## src/rtl/countdown_timer.sv

```systemverilog
// mm:ss.cc BCD countdown timer clocked at 100 Hz with load/start/pause control.
// Optional alarm hold logic is enabled by defining COUNTDOWN_ALARM_EN.
module countdown_timer #(
  parameter int ALARM_CYCLES = 200
) (
  input  logic       clk100hz,
  input  logic       rst,
  input  logic       load,
  input  logic [3:0] ld_min_t,
  input  logic [3:0] ld_min_o,
  input  logic [3:0] ld_sec_t,
  input  logic [3:0] ld_sec_o,
  input  logic       start_stop,
  output logic [3:0] min_t,
  output logic [3:0] min_o,
  output logic [3:0] sec_t,
  output logic [3:0] sec_o,
  output logic [3:0] cs_t,
  output logic [3:0] cs_o,
  output logic       running,
  output logic       done,
  output logic       alarm
);

  localparam logic [1:0] S_IDLE  = 2'd0;
  localparam logic [1:0] S_RUN   = 2'd1;
  localparam logic [1:0] S_PAUSE = 2'd2;
  localparam logic [1:0] S_DONE  = 2'd3;

  // Returns {borrow_out, digit} for one BCD digit given a borrow request.
  function automatic logic [4:0] dec_digit(input logic [3:0] d, input logic b, input logic [3:0] wrap);
    if (!b) begin
      dec_digit = {1'b0, d};
    end else if (d == 4'd0) begin
      dec_digit = {1'b1, wrap};
    end else begin
      dec_digit = {1'b0, d - 4'd1};
    end
  endfunction

  function automatic logic [3:0] clamp(input logic [3:0] d, input logic [3:0] max);
    clamp = (d > max) ? max : d;
  endfunction

  logic [1:0] state_r, state_s;
  logic [3:0] min_t_s, min_o_s, sec_t_s, sec_o_s, cs_t_s, cs_o_s;
  logic [3:0] min_t_d, min_o_d, sec_t_d, sec_o_d, cs_t_d, cs_o_d;
  logic       b1_s, b2_s, b3_s, b4_s, b5_s, unused_borrow_s;
  logic       is_zero_s, dec_zero_s, take_load_s, take_dec_s, done_s;

  always_comb begin
    {b1_s, cs_o_d}           = dec_digit(cs_o, 1'b1, 4'd9);
    {b2_s, cs_t_d}           = dec_digit(cs_t, b1_s, 4'd9);
    {b3_s, sec_o_d}          = dec_digit(sec_o, b2_s, 4'd9);
    {b4_s, sec_t_d}          = dec_digit(sec_t, b3_s, 4'd5);
    {b5_s, min_o_d}          = dec_digit(min_o, b4_s, 4'd9);
    {unused_borrow_s, min_t_d} = dec_digit(min_t, b5_s, 4'd9);
    is_zero_s  = ({min_t, min_o, sec_t, sec_o, cs_t, cs_o} == 24'd0);
    dec_zero_s = ({min_t_d, min_o_d, sec_t_d, sec_o_d, cs_t_d, cs_o_d} == 24'd0);

    state_s     = state_r;
    take_load_s = 1'b0;
    take_dec_s  = 1'b0;
    done_s      = 1'b0;
    case (state_r)
      S_IDLE: begin
        if (load) begin
          take_load_s = 1'b1;
        end else if (start_stop && !is_zero_s) begin
          state_s = S_RUN;
        end else begin
          state_s = S_IDLE;
        end
      end
      S_RUN: begin
        if (start_stop) begin
          state_s = S_PAUSE;
        end else begin
          take_dec_s = 1'b1;
          if (dec_zero_s) begin
            state_s = S_DONE;
            done_s  = 1'b1;
          end else begin
            state_s = S_RUN;
          end
        end
      end
      S_PAUSE: begin
        if (load) begin
          take_load_s = 1'b1;
        end else if (start_stop) begin
          state_s = S_RUN;
        end else begin
          state_s = S_PAUSE;
        end
      end
      S_DONE: begin
        if (load) begin
          take_load_s = 1'b1;
        end else if (start_stop) begin
          state_s = S_IDLE;
        end else begin
          state_s = S_DONE;
        end
      end
      default: begin
        state_s = S_IDLE;
      end
    endcase

    if (take_load_s) begin
      state_s = S_IDLE;
      min_t_s = clamp(ld_min_t, 4'd9);
      min_o_s = clamp(ld_min_o, 4'd9);
      sec_t_s = clamp(ld_sec_t, 4'd5);
      sec_o_s = clamp(ld_sec_o, 4'd9);
      cs_t_s  = 4'd0;
      cs_o_s  = 4'd0;
    end else if (take_dec_s) begin
      {min_t_s, min_o_s, sec_t_s, sec_o_s, cs_t_s, cs_o_s} =
        {min_t_d, min_o_d, sec_t_d, sec_o_d, cs_t_d, cs_o_d};
    end else begin
      {min_t_s, min_o_s, sec_t_s, sec_o_s, cs_t_s, cs_o_s} =
        {min_t, min_o, sec_t, sec_o, cs_t, cs_o};
    end
  end

  always_ff @(posedge clk100hz) begin
    if (rst) begin
      state_r <= S_IDLE;
      {min_t, min_o, sec_t, sec_o, cs_t, cs_o} <= 24'd0;
      running <= 1'b0;
      done    <= 1'b0;
    end else begin
      state_r <= state_s;
      {min_t, min_o, sec_t, sec_o, cs_t, cs_o} <= {min_t_s, min_o_s, sec_t_s, sec_o_s, cs_t_s, cs_o_s};
      running <= (state_s == S_RUN);
      done    <= done_s;
    end
  end

`ifdef COUNTDOWN_ALARM_EN
  logic [9:0] alarm_cnt_r, alarm_cnt_s;
  logic       alarm_s;

  // Alarm starts on DONE entry, is cleared by any accepted command in DONE, else counts down.
  always_comb begin
    if (done_s) begin
      alarm_s     = 1'b1;
      alarm_cnt_s = 10'(ALARM_CYCLES);
    end else if ((state_r == S_DONE) && (load || start_stop)) begin
      alarm_s     = 1'b0;
      alarm_cnt_s = 10'd0;
    end else if (alarm && (alarm_cnt_r <= 10'd1)) begin
      alarm_s     = 1'b0;
      alarm_cnt_s = 10'd0;
    end else if (alarm) begin
      alarm_s     = 1'b1;
      alarm_cnt_s = alarm_cnt_r - 10'd1;
    end else begin
      alarm_s     = 1'b0;
      alarm_cnt_s = alarm_cnt_r;
    end
  end

  always_ff @(posedge clk100hz) begin
    if (rst) begin
      alarm       <= 1'b0;
      alarm_cnt_r <= 10'd0;
    end else begin
      alarm       <= alarm_s;
      alarm_cnt_r <= alarm_cnt_s;
    end
  end
`else
  logic unused_alarm_cfg;
  assign unused_alarm_cfg = (ALARM_CYCLES == 0);
  assign alarm = 1'b0;
`endif

endmodule

```

## config.mk

```make
export PLATFORM = sky130hd
export DESIGN_NAME = countdown_timer
export DESIGN_NICKNAME = d
export VERILOG_FILES = /design/src/rtl/countdown_timer.sv
export SDC_FILE = /design/constraint.sdc
export NUM_CORES = 1
export LEC_CHECK = 0
export ABC_CLOCK_PERIOD_IN_PS = 3430
export CORE_AREA = 2 2 61 63
export CTS_BUF_LIST = sky130_fd_sc_hd__clkbuf_2
export DETAILED_ROUTE_END_ITERATION = 16
export DIE_AREA = 0 0 63 65
export GPL_TIMING_DRIVEN = 0
export PLACE_DENSITY = 0.8
export SYNTH_ARGS = -nofsm -noshare
export SYNTH_HDL_FRONTEND = slang
export SYNTH_SLANG_ARGS = --single-unit
```

## constraint.sdc

```tcl
create_clock -name clk100hz -period 3.43 [get_ports clk100hz]
set_clock_uncertainty 0.15 [all_clocks]
set_input_delay 0.686 -clock clk100hz [delete_from_list [all_inputs] [get_ports clk100hz]]
set_output_delay 0.686 -clock clk100hz [all_outputs]
set_load 0.02 [all_outputs]
```

==> results <==
- The run finished with clean final reports.
- The number of port buffers is 44.
- The post-detailed-routing wire length is 4.14 mm.
- The top metal layer carrying routed signals is met4.
- The final cell count without fillers is 298.
- The worst-case headroom to the max-slew limit is 64.7%.
- The die covers 4100 um^2.
- The total count of max-transition violations in the final report was 0.
- The upper clock frequency limit is 329 MHz.
- Setup violations remaining at the end of the flow were counted as 0.
- After detailed routing, the average wire length per cell comes to 13.9 um.
- The most used flip-flop cell after synthesis is sky130_fd_sc_hd__dfxtp_1.
- For this run, the post-layout net count is 271.
- The final critical path time including I/O delays and setup is 3040 ps.
- Once detail routing completed, the nets flagged for antenna violations numbered 0.
- The endpoint type of the worst setup path is a register.
- The root buffer cell chosen for the clock tree is sky130_fd_sc_hd__clkbuf_2.
- The via count of the first global-routing pass came to 1481.
- Once placement finished, the instance area stood at 2130 um^2.
- The sequential share of power is 55.0%.
- The row count is 22.
- Once detailed placement completed, the half-perimeter wirelength came to 3.08 mm.
- Including well taps, the total number of placed cells is 294.
- For this run, design rule violations remaining after detail routing come to 0.
- The routed design uses 213 um of met3 wire.
- The worst setup path category is primary input to register.
- Clock latency on the worst-skew pair, taken at its later pin, is 380 ps.
- In this run the vertical extent of the chip is 65 um.
- The number of diodes is 0.
- Buffers added to address setup during post-CTS repair amount to 0.
- Of the total power, the share spent switching nets is 31.6%.
- The layout has 334 filler cells.
- The die is 63 um wide.
- In this design, the largest share of critical-path delay is due to simple AND/OR/NAND/NOR gates.
- The combinational power share is 25.4%.
- Clock tree synthesis found a total of 28 sinks.
- The synthesized design contains 0 enable-type register cells.
- The number of antenna violations at the first check in global routing was 0.
- In the final routing, the length of wire on met1 measures 1.94 mm.
- For this run, the slowest stage of the critical path takes 620 ps.
- The CTS clock-pin slew for the worst setup and hold paths is 280 ps.
- The tool flagged a number of max-cap violations equal to 0.
- The required arrival time at the worst endpoint is 3580 ps.
- Dividing total power by cell area gives a power density of 304 nW/um^2.
- For this configuration, the core starts out at a cell density of 46.7%.
- Counting every instance in the synthesized netlist gives 202.
- The number of register bits inferred by synthesis is 28.
- Setup repair after global routing left no endpoint under its margin.
- The post-synthesis instance area is 1630 um^2.
- The share of async-settable or async-resettable flops after synthesis is 0%.
- The clock group share of total power is 19.6%.
- The peak supply drop is 0.166 mV.
- The CTS tree is yes.
- Together, buffers and inverters on the worst path number 1.
- The number of clock buffers added by TritonCTS is 3.
- Of the post-synthesis cell area, the dominant cell type holds 34.3%.
- The area used by multi-input combinational logic is 1010 um^2.
- The count of H-tree levels built during CTS is 1.
- The total overflow reported by the global router is 0.
- The fraction of the yosys area taken by sequential cells is 34.3%.
- The largest buffer count on any clock path is 2.
- The number of hold violations in the final report is 0.
- The number of hold buffers added after cts is 0.
- The period utilization is 88.6%.
- In this run the power spent charging and discharging nets is 0.000207 W.
- The area growth from synthesis to layout is 31.8%.
- The synthesized area per cell is 8.08 um^2.
- The fraction of final layout cells with drive strength greater than 1 is 8.40%.
- Once layout is done, the placed cells without fillers occupy 2150 um^2.
- The worst setup path is launched from a primary input.
- The placer congestion estimate is 0.833.
- The largest individual stage delay along the critical path comes from the cell sky130_fd_sc_hd__or4_1.
- The first global-routing pass estimated 7.03 mm of wire.
- After floorplanning, the core was sized to cover 3500 um^2.
- The synthesized design spends more area on one cell type than any other, namely sky130_fd_sc_hd__dfxtp_1.
- Sorting the synthesized cells by area gives the leading types as sky130_fd_sc_hd__dfxtp_1 34%, sky130_fd_sc_hd__nor2_1 6.7%, sky130_fd_sc_hd__o21ai_0 4.6%.
- The number of warnings issued by yosys is 0.
- The post-synth net total is 222.
- Using the TritonRoute via totals, the vias-per-cell ratio works out to 5.59.
- The routed via count is 1665.
- Of all nets on the critical path, the largest fanout is 10.
- In the final timing run, aggregate negative setup slack is 0 ps.
- Entering global routing, the biggest net connects 16 pins.
- In the final layout, flip-flops and latches occupy 561 um^2.
- The global-route usage over all layers is 21.3%.
- The tightest min-delay check is of the register to register type.
- Once the clock tree was built, the resizer swapped 0 gates to a different size.
- The I/O pin total is 47.
- The synthesized netlist contains 47 unique library cells.
- Before antenna repair, the detailed router went through 4 iterations.
- Cell internal power was estimated by the tool at 0.000447 W.
- In this run, the number of DRC markers left after iteration 0 of detailed routing was 153.
- The routed design uses 1.94 mm of met2 wire.
- Across all hold checks on the routed design, the worst slack comes to 417 ps.
- The signal on the critical path passes through clkdlybuf4s50_1 > nor3b_2 > nand4_1 > or4_1 > mux2_2 > a21oi_1 > nor2_1.
- The data arrival time at the worst-slack endpoint is 3190 ps.
- The worst-margin pin slew is 530 ps.
- The leakage dissipation is 0.741 nW.
-- power groups by stage --
stage          sequential [W]  combinational, W  clock (W)
5_1_grt              0.000362          0.000182   0.000142
3_3_place_gp         0.000365          0.000164          0
6_report             0.000359          0.000166   0.000128
3_5_place_dp         0.000365          0.000165          0
2_1_floorplan        0.000376         0.0000833          0
4_1_cts              0.000359          0.000166   0.000127
-- synth_stat cells, types with 2 or more instances --
cell	count
sky130_fd_sc_hd__nor2_1	29
sky130_fd_sc_hd__dfxtp_1	28
sky130_fd_sc_hd__o21ai_0	15
sky130_fd_sc_hd__a21oi_1	14
sky130_fd_sc_hd__nand2_1	11
sky130_fd_sc_hd__nor3_1	9
sky130_fd_sc_hd__clkbuf_1	7
sky130_fd_sc_hd__a31oi_1	5
sky130_fd_sc_hd__mux2_2	5
sky130_fd_sc_hd__nor3b_1	5
sky130_fd_sc_hd__or4_1	5
sky130_fd_sc_hd__nand2b_1	4
sky130_fd_sc_hd__nand3_1	4
sky130_fd_sc_hd__nand4_1	4
sky130_fd_sc_hd__or3_1	4
sky130_fd_sc_hd__xor2_1	4
sky130_fd_sc_hd__a211oi_1	3
sky130_fd_sc_hd__inv_1	3
sky130_fd_sc_hd__nor2b_1	3
sky130_fd_sc_hd__nor4_4	3
sky130_fd_sc_hd__o31ai_1	3
sky130_fd_sc_hd__or2_2	3
sky130_fd_sc_hd__a311oi_1	2
sky130_fd_sc_hd__and3_1	2
sky130_fd_sc_hd__nand4b_1	2
sky130_fd_sc_hd__nor4_1	2
sky130_fd_sc_hd__o211ai_1	2
sky130_fd_sc_hd__o22ai_1	2
-- per-layer routing --
| metal | global-route usage (%) | up-vias |
|---|---|---|
| met4 | 6.11 | 0 |
| met3 | 2.95 | 6 |
| met2 | 35.9 | 49 |
| met1 | 28.3 | 764 |
| li1 | - | 846 |
| met5 | 0 | - |
-- cells in the final DEF, fill, tap and decap left out, drive strengths merged, types with 2 or more instances in the layout --
cell type      instances
nand2                 11
o31ai                  3
or2                    3
mux2                   5
inv                    3
nor3                   9
a311oi                 2
clkdlybuf4s50         44
a21oi                 14
dfxtp                 28
buf                    3
a211oi                 3
nand4b                 2
xor2                   4
or3                    4
nor2b                  3
nor3b                  6
o21ai                 15
or4                    5
nand3                  5
a31oi                  5
nor2                  29
nand4                  4
and3                   2
o22ai                  2
or4b                   2
nand2b                 4
clkbuf                10
nor4                   6
o211ai                 2
-- sequential cells by signal (all words and copies together) (netlist names) --
register / cells
done: 1
cs_o: 4
min_o: 4
min_t: 4
cs_t: 4
sec_t: 4
state_r: 2
sec_o: 4
running: 1
-- per-stage QoR --
step                total power [W]  utilization (%)  worst slack [ps]
floorplan                  0.000460                -               891
global placement           0.000529             61.0             -21.8
detailed placement         0.000530             61.0             -20.4
CTS                        0.000652             61.6               401
global route               0.000686             61.6               220
finish                     0.000654             61.6               392
-- worst register-to-register path: stages (launching register included) --
cell                      delay, ps
sky130_fd_sc_hd__dfxtp_1        470
sky130_fd_sc_hd__nor3b_2        490
sky130_fd_sc_hd__nand4_1        420
sky130_fd_sc_hd__or4_1          620
sky130_fd_sc_hd__mux2_2         290
sky130_fd_sc_hd__a21oi_1        140
sky130_fd_sc_hd__nor2_1          50
-- final timing paths --
kind,startpoint,slack (ps),to,cells after the start
worst max-delay path,start_stop,390,min_o[1],7
worst min-delay path,min_t[3],420,min_t[2],2
worst max register to register,state_r[0],730,min_o[1],6
worst min register to register,min_t[3],420,min_t[2],2
-- final cells by class --
type,instances,area share (%)
clock buffer,3,0.698
clock inverter,1,0.174
tap,48,2.79
sequential,28,26.0
inverter,3,0.523
timing repair buffer,44,20.5
buffer,10,2.27
multi-input combinational,161,47.0
-- kinds of logic after synthesis --
kind of cell	count (synthesis)	share of synthesized area, %
and+or+nand+nor	98	36.2
AOI/OAI and AO/OA	51	18.9
DFF	28	34.3
buffers and inverters	13	3.68
muxes	6	4.06
xor gates and xnor gates	5	2.68
other	1	0.230
Note: power is estimated with default switching activity, not from simulation.
